==> config.mk <==
export PLATFORM = sky130hd
export DESIGN_NAME = aes_core_ctrl
export DESIGN_NICKNAME = d
export VERILOG_FILES = /design/src/rtl/aes_pkg.sv /design/src/rtl/aes_sbox_mux.sv /design/src/rtl/aes_core_ctrl.sv
export SDC_FILE = /design/constraint.sdc
export NUM_CORES = 1
export LEC_CHECK = 0
export BUFFER_PORTS_ARGS = -buffer_cell sky130_fd_sc_hd__clkbuf_2
export CAP_MARGIN = 20
export CORE_AREA = 2 2 275 277
export CTS_CLUSTER_DIAMETER = 60
export DETAILED_ROUTE_END_ITERATION = 7
export DIE_AREA = 0 0 277 279
export GPL_ROUTABILITY_DRIVEN = 0
export SYNTH_ARGS = -nofsm -noshare
export SYNTH_HDL_FRONTEND = slang
export SYNTH_HIERARCHICAL = 1
export SYNTH_SLANG_ARGS = --single-unit
==> constraint.sdc <==
create_clock -name clk -period 2.2 [get_ports clk]
set_input_delay 0.44 -clock clk [delete_from_list [all_inputs] [get_ports clk]]
set_output_delay 0.44 -clock clk [all_outputs]
set_load 0.01 [all_outputs]
==> src/rtl/aes_pkg.sv <==
// Shared definitions for the AES-128 core sequencer: widths, controller
// state encoding, the command-reject flag value and the S-box ownership rule.
package aes_pkg;

    // Block and key width, fixed by AES-128.
    localparam int unsigned BLOCK_W = 128;
    // Width of the single shared S-box word path (four bytes).
    localparam int unsigned SBOX_W  = 32;

    // Controller sequencing states.
    typedef enum logic [2:0] {
        IDLE      = 3'd0,
        KEY_START = 3'd1,
        KEY_WAIT  = 3'd2,
        ENC_START = 3'd3,
        ENC_WAIT  = 3'd4
    } state_e;

    // Level driven on cmdErr for the single cycle after a rejected command.
    localparam logic CMD_ERR = 1'b1;

    // Key expansion owns the S-box for its whole start/wait window; the
    // encryption datapath owns it in every other state.
    function automatic logic key_owns_sbox(input state_e s);
        return (s == KEY_START) || (s == KEY_WAIT);
    endfunction

endpackage

==> src/rtl/aes_sbox_mux.sv <==
// Combinational ownership routing of the shared S-box word unit.
// Ports:
//   state      controller state, selects the current S-box owner
//   keySubIn   word from key expansion to substitute
//   encSubIn   word from the encryption block to substitute
//   sboxOut    substituted word from the shared S-box unit
//   sboxIn     word presented to the shared S-box unit
//   keySubOut  substituted word back to key expansion (0 when not owner)
//   encSubOut  substituted word back to encryption (0 when not owner)
module aes_sbox_mux
    import aes_pkg::*;
(
    input  state_e            state,
    input  logic [SBOX_W-1:0] keySubIn,
    input  logic [SBOX_W-1:0] encSubIn,
    input  logic [SBOX_W-1:0] sboxOut,
    output logic [SBOX_W-1:0] sboxIn,
    output logic [SBOX_W-1:0] keySubOut,
    output logic [SBOX_W-1:0] encSubOut
);

    // Exactly one requester sees the S-box; the other gets zeros.
    always_comb begin
        sboxIn    = encSubIn;
        keySubOut = '0;
        encSubOut = sboxOut;
        if (key_owns_sbox(state)) begin
            sboxIn    = keySubIn;
            keySubOut = sboxOut;
            encSubOut = '0;
        end
    end

endmodule

==> src/rtl/aes_core_ctrl.sv <==
// Top-level sequencer for the AES-128 core: accepts host init/next commands,
// starts key expansion or block encryption, latches the ciphertext and owns
// the routing of the shared S-box word unit.
// Ports:
//   clk, reset           clock, asynchronous active-low reset
//   init, next           host command pulses (expand key / encrypt block)
//   key, block           host key and plaintext, consumed by the sub-blocks
//   ready                controller idle, can accept a command
//   keyValid             expanded key present
//   result, resultValid  last ciphertext and its validity
//   cmdErr               one-cycle pulse on a rejected command
//   keyInit, keyReady    key expansion start pulse / idle-done flag
//   keySubIn, keySubOut  key expansion S-box request/response
//   encNext, encReady    encryption start pulse / idle-done flag
//   encBlock             encryption block output
//   encSubIn, encSubOut  encryption S-box request/response
//   sboxIn, sboxOut      shared S-box unit (combinational, same cycle)
module aes_core_ctrl
    import aes_pkg::*;
(
    input  logic               clk,
    input  logic               reset,
    input  logic               init,
    input  logic               next,
    input  logic [BLOCK_W-1:0] key,
    input  logic [BLOCK_W-1:0] block,
    output logic               ready,
    output logic               keyValid,
    output logic [BLOCK_W-1:0] result,
    output logic               resultValid,
    output logic               cmdErr,
    output logic               keyInit,
    input  logic               keyReady,
    input  logic [SBOX_W-1:0]  keySubIn,
    output logic [SBOX_W-1:0]  keySubOut,
    output logic               encNext,
    input  logic               encReady,
    input  logic [BLOCK_W-1:0] encBlock,
    input  logic [SBOX_W-1:0]  encSubIn,
    output logic [SBOX_W-1:0]  encSubOut,
    output logic [SBOX_W-1:0]  sboxIn,
    input  logic [SBOX_W-1:0]  sboxOut
);

    state_e state;

    // key and block go straight to the sub-blocks; the controller only
    // carries them on its boundary so the core has one host-facing port list.
    logic unused_host_data;
    assign unused_host_data = ^{key, block};

    // Sequencer. Start pulses are raised on the accepting edge so they are
    // high during the *_START cycle, one cycle after the command edge. The
    // sub-block ready flag drops on the edge that samples the pulse, so the
    // *_WAIT states never observe a stale ready.
    always_ff @(posedge clk or negedge reset) begin
        if (!reset) begin
            state       <= IDLE;
            ready       <= 1'b1;
            keyValid    <= 1'b0;
            result      <= '0;
            resultValid <= 1'b0;
            cmdErr      <= 1'b0;
            keyInit     <= 1'b0;
            encNext     <= 1'b0;
        end else begin
            cmdErr  <= 1'b0;
            keyInit <= 1'b0;
            encNext <= 1'b0;

            // Any command while busy is dropped and flagged.
            if ((state != IDLE) && (init || next)) begin
                cmdErr <= CMD_ERR;
            end

            case (state)
                IDLE: begin
                    if (init) begin
                        // init wins over a simultaneous next, silently.
                        state       <= KEY_START;
                        ready       <= 1'b0;
                        keyValid    <= 1'b0;
                        resultValid <= 1'b0;
                        keyInit     <= 1'b1;
                    end else if (next) begin
                        if (keyValid) begin
                            state       <= ENC_START;
                            ready       <= 1'b0;
                            resultValid <= 1'b0;
                            encNext     <= 1'b1;
                        end else begin
                            cmdErr <= CMD_ERR;
                        end
                    end
                end

                KEY_START: begin
                    state <= KEY_WAIT;
                end

                KEY_WAIT: begin
                    if (keyReady) begin
                        state    <= IDLE;
                        keyValid <= 1'b1;
                        ready    <= 1'b1;
                    end
                end

                ENC_START: begin
                    state <= ENC_WAIT;
                end

                ENC_WAIT: begin
                    if (encReady) begin
                        state       <= IDLE;
                        result      <= encBlock;
                        resultValid <= 1'b1;
                        ready       <= 1'b1;
                    end
                end

                default: begin
                    state <= IDLE;
                    ready <= 1'b1;
                end
            endcase
        end
    end

    // Shared S-box ownership follows the controller state.
    aes_sbox_mux u_sbox_mux (
        .state     (state),
        .keySubIn  (keySubIn),
        .encSubIn  (encSubIn),
        .sboxOut   (sboxOut),
        .sboxIn    (sboxIn),
        .keySubOut (keySubOut),
        .encSubOut (encSubOut)
    );

endmodule

# --- After elaboration in Yosys (flattened, before gate mapping) ---
# Cells that the tools add are included.
word_totals:
  inputBits: 486
  mem_bits_ro: 0
  latch_bits: 0
  ramBits: 0
  wordCells: 60
  mem_count: 0
  reg_bits: 137
classes:
  n_mux: 29
  div_mod_pow: 0
  multipliers: 0
  addsub: 0
  n_shift: 0
  reduce_logical: 13
  eq_ne: 9
  order_cmp: 0
  bitwise: 1
op_table:
  columns: ["operator", "count"]
  rows:
  - ["two-way mux 32 bit", 3]
  - ["two-way mux 1 bit", 17]
  - ["two-way mux 3 bit", 5]
  - ["one-hot mux 3 bit (5 select lines)", 1]
  - ["AND reduction 4 bit", 2]
  - ["equality test 3 x 2 -> 1 bit (second input constant)", 2]
  - ["inequality test 2 bit (second input constant)", 3]
  - ["inequality test 3 bit (second input constant)", 2]
  - ["AND reduction 5 bit", 1]
  - ["one-hot mux 1 bit (2 select lines)", 2]
  - ["one-hot mux 1 bit (4 select lines)", 1]
  - ["nonzero test 2 bit", 2]
  - ["equality test 3 x 1 -> 1 bit (second input constant)", 1]
  - ["equality test 3 bit (second input constant)", 1]
  - ["logical NOT 3 bit", 1]
  - ["AND reduction 3 bit", 1]
  - ["nonzero test 3 bit", 1]
  - ["logical OR 1 bit", 2]
  - ["AND reduction 2 bit", 1]
  - ["OR reduction 2 bit", 1]
  - ["logical AND 1 bit", 1]
  - ["inverter 1 bit", 1]

# --- Depth between registers and ports, before layout ---
logic_depth:
  ltp_word: 7
  depth_mapped: 5
  mapped_depth_nobuf: 3

# --- By module ---
# Netlist, hierarchy kept.
by_module_without_submodules:
  columns: ["module", "seq_area_each_um2", "cells_each", "area_per_inst_um2", "instances"]
  rows:
  - ["aes_core_ctrl", 3429.5, 307, 5637.9, 1]
  - ["aes_sbox_mux", 0.0, 108, 978.4, 1]

# --- Worst setup path before layout ---
# OpenSTA, ideal clock, no wires.
synth_timing:
  path_kind: "reg2out"
  start: "register state[0]"
  end: "output port sboxIn[21]"
  arrival_ps: 1294
  required_ps: 1760
  setup_slack_ps: 466
  path_buffers: 1
  stages_incl_launch_ff: 5
  path_cell_list: "dfrtp_1 xnor2_1 nor2_4 buf_6 mux2_2"
synth_via:
  elab_chain_cells: 3
synth_rtl:
  columns: ["item", "line", "rtl"]
  rows:
  - ["start, declared", "aes_core_ctrl.sv:45", "state_e state;"]
  - ["start signal, assigned", "aes_core_ctrl.sv:58", "state <= IDLE;"]
  - ["start signal, assigned", "aes_core_ctrl.sv:80", "state <= KEY_START;"]
  - ["start signal, assigned", "aes_core_ctrl.sv:87", "state <= ENC_START;"]
  - ["equality test 3 x 1 -> 1 bit or equality test 3 x 2 -> 1 bit (tied branches)", "aes_pkg.sv:25", "return (s == KEY_START) || (s == KEY_WAIT);"]
  - ["logical OR 1 bit (*)", "aes_pkg.sv:25", null]
  - ["two-way mux 32 bit (*)", "aes_sbox_mux.sv:27", "if (key_owns_sbox(state)) begin"]
  - ["end, declared", "aes_core_ctrl.sv:41", "output logic [SBOX_W-1:0] sboxIn,"]
# Every way passes the cells marked *; elsewhere a longest branch is shown, timed or not.

# --- Final worst setup path ---
layout_timing:
  start: "register state[0]"
  end: "output port sboxIn[19]"
# Same word-level chain as after synthesis.

==> run metrics <==
part of the power in the clock network 17.8%; DP Worst Slack 0.2359 ns; Sequential Power Share 23.8%; number of vias per cell after detailed routing 2.818; Net Sw Frac 36.28%; Net count, final 1388; critical path start-end classification reg -> out; Leak 0.005678 uW; Cell Int Power 11730 uW; number of antenna violations at the first check in global routing 5; arrival time of data at the critical path endpoint 1.95 ns; number of iterations in the first detailed-routing pass 4; slew at the pin with the worst max-slew slack 0.4814 ns; Placeable Area 74070 um2; Die Span Y 279 um; Layout Skew 0.006762 ns; hpwl dp 21710 um; shortest period the worst path allows 2.393 ns; type of element launching the critical path flip-flop; non-filler instance count after layout 1886; ratio of final minimum period to clock period 108.8%; critical-path cell with the highest stage delay dfrtp_1; setup repair after global routing missed its margin yes; Final Setup Violations 91; violated checks setup timing; post-route cell area 11420 um2; Initial Util 8.932%; first-pass GRT wire length 37870 um; largest net degree at the start of global routing 51; Power Total 18420 uW; horizontal extent of the die 277 um; stage delay of the slowest cell on the critical path 0.41 ns; count of pins over their slew limit 0; synth top area cells dfrtp_1, mux2_4, mux2_2, nor2b_1, and2_1; crit path cell chain xnor2_2 -> nor2_4 -> buf_12 -> clkbuf_16 -> mux2_4 -> buf_6; Port Buffer Count 459; combinational power share 58.5%; CTS tree built; clock slew seen by the registers of the worst setup and hold paths 0.07 ns; most frequent cells in the layout clkbuf_2, mux2_4, dfrtp_1; CP Max Fanout 8; DRC viols 0; aggregate routed wire length 28050 um; number of storage elements in the synthesis netlist 137; share of the synthesized area in the top cell type 51.44%; max_slew headroom 67.90%; crit end category output pin; total clock sinks 137; total global routing track utilization 7.081%; ratio of cells with drive above 1 in the final layout 77.70%; sequential element share of the synthesized area 51.83%; count of pins on the block boundary 716; post-synth cell types 26; number of warnings printed during yosys synthesis 6; Placed Cells incl. Taps 1836; Switching Power 6682 uW; post-placement cell area 10070 um2; Yosys top cell by area dfrtp_1; total power divided by cell area 1612 nW/um2; outcome finished, violations left; area of the mapped netlist 6616 um2; highest attainable clock frequency 0.4179 GHz; Cell Rows 100; H-Tree Depth 4; cell chosen for the clock root clkbuf_16; average detailed-routed wire length per instance 14.87 um; Worst-Skew Late Latency 0.45 ns; average cell area after synthesis 15.94 um2; Detail Route Antenna Nets 0; syn nets 901; VDD IR-drop max 0.0005978 V; via count 5315; die outline area 77280 um2; Congestion Overflow GR 0; path class of the lowest-slack min-delay path in -> reg; count of maximum capacitance violations 0; layout overhead on the synthesized area 72.66%; violation count after the first detailed-route iteration 121; hold violation total from the final report 0; clock tree buffer depth 2; TritonCTS Buffers 17; number of global-route vias before repair 5447; cell count after synthesis 415; final critical-path setup slack -0.1931 ns; most frequent standard cell in the layout excluding fill and tap cells clkbuf_2; required time worst endpoint 1.76 ns
[critical path: cells and delay by family, from the launching register on]
kind                      cells  cell delay (ns)
muxes                         1             0.32
and+or+nand+nor               1             0.13
buffers and inverters         3             0.46
DFF                           1             0.41
xor gates and xnor gates      1             0.16
[metal layers]
layer	global-route usage [%]	up-vias	part of all wire (%)
met2	11.61	411	47
met3	4.242	57	13
li1	-	2413	-
met1	6.727	2432	35
met5	0	-	0.046
met4	4.557	2	4.9
[Yosys cell counts, drive strengths merged]
cell / instances
or3b: 1
inv: 2
a211oi: 1
and3: 1
o211ai: 1
o21ai: 3
nand3b: 1
nor2: 4
a21oi: 3
mux2: 160
o21a: 2
nor3: 1
dfstp: 1
and2: 33
nand2: 2
o21bai: 1
o22ai: 1
buf: 25
dfrtp: 136
xnor2: 1
nor2b: 35
[worst paths after layout]
| check | start | endpoint | slack (ns) | depth (start not counted) |
|---|---|---|---|---|
| setup / recovery | state[0] | sboxIn[19] | -0.19 | 6 |
| hold / removal | encBlock[57] | result[57] | 0.21 | 2 |
| max in group asynchronous | reset | ready | 1.06 | 3 |
| min in group asynchronous | reset | result[112] | 0.48 | 2 |
| hold reg to reg | result[80] | result[80] | 0.51 | 1 |
| setup reg to reg | state[1] | result[81] | 0.28 | 6 |
[power by group through the flow]
stage	Sequential, uW	Combinational, uW	Clock, uW
finish	4380	10800	3270
global route	4550	11400	3520
CTS	4400	9660	3470
detailed placement	4360	8320	0
global placement	4390	8270	0
floorplan	4860	4580	0
[state kept, by name, summed over array words and instances (netlist names)]
register     flops
resultValid      1
keyInit          1
keyValid         1
state            3
encNext          1
cmdErr           1
ready            1
result         128
[logic make-up after synthesis]
group | count (synthesis) | synth area share [%]
AOI/OAI and AO/OA | 12 | 1.116
muxes | 160 | 34.89
xor gates and xnor gates | 1 | 0.1324
DFF | 137 | 51.83
buffers and inverters | 27 | 4.614
and+or+nand+nor | 78 | 7.413
[layout make-up]
| class | count | area [um2] |
|---|---|---|
| antenna | 2 | 5.005 |
| inverter | 2 | 7.507 |
| tap | 969 | 1212 |
| clock inverter | 13 | 216.5 |
| sequential | 137 | 3430 |
| multi-input combinational | 251 | 3040 |
| fill | 8197 | 62650 |
| timing repair buffer | 493 | 3079 |
| clock buffer | 19 | 432.9 |
[metrics by stage]
step | utilization, % | hold WS, ns | setup TNS (ns)
2_1_floorplan | - | 0.1444 | 0
3_3_place_gp | 13.59 | 0.3843 | 0
3_5_place_dp | 13.59 | 0.3908 | 0
6_report | 15.42 | 0.2072 | -11.37
5_1_grt | 15.42 | 0.1621 | -21.30
4_1_cts | 14.90 | 0.1402 | -15.98
[repair_timing]
action	4_1_cts	5_1_grt
hold endpoints to repair	38	0
setup endpoints to repair	75	96
buffers inserted	2	3
pin swaps	5	0
gates cloned	5	5
gates resized for setup	38	98
hold buffers	1	0
Power figures use the tool's default switching activity.
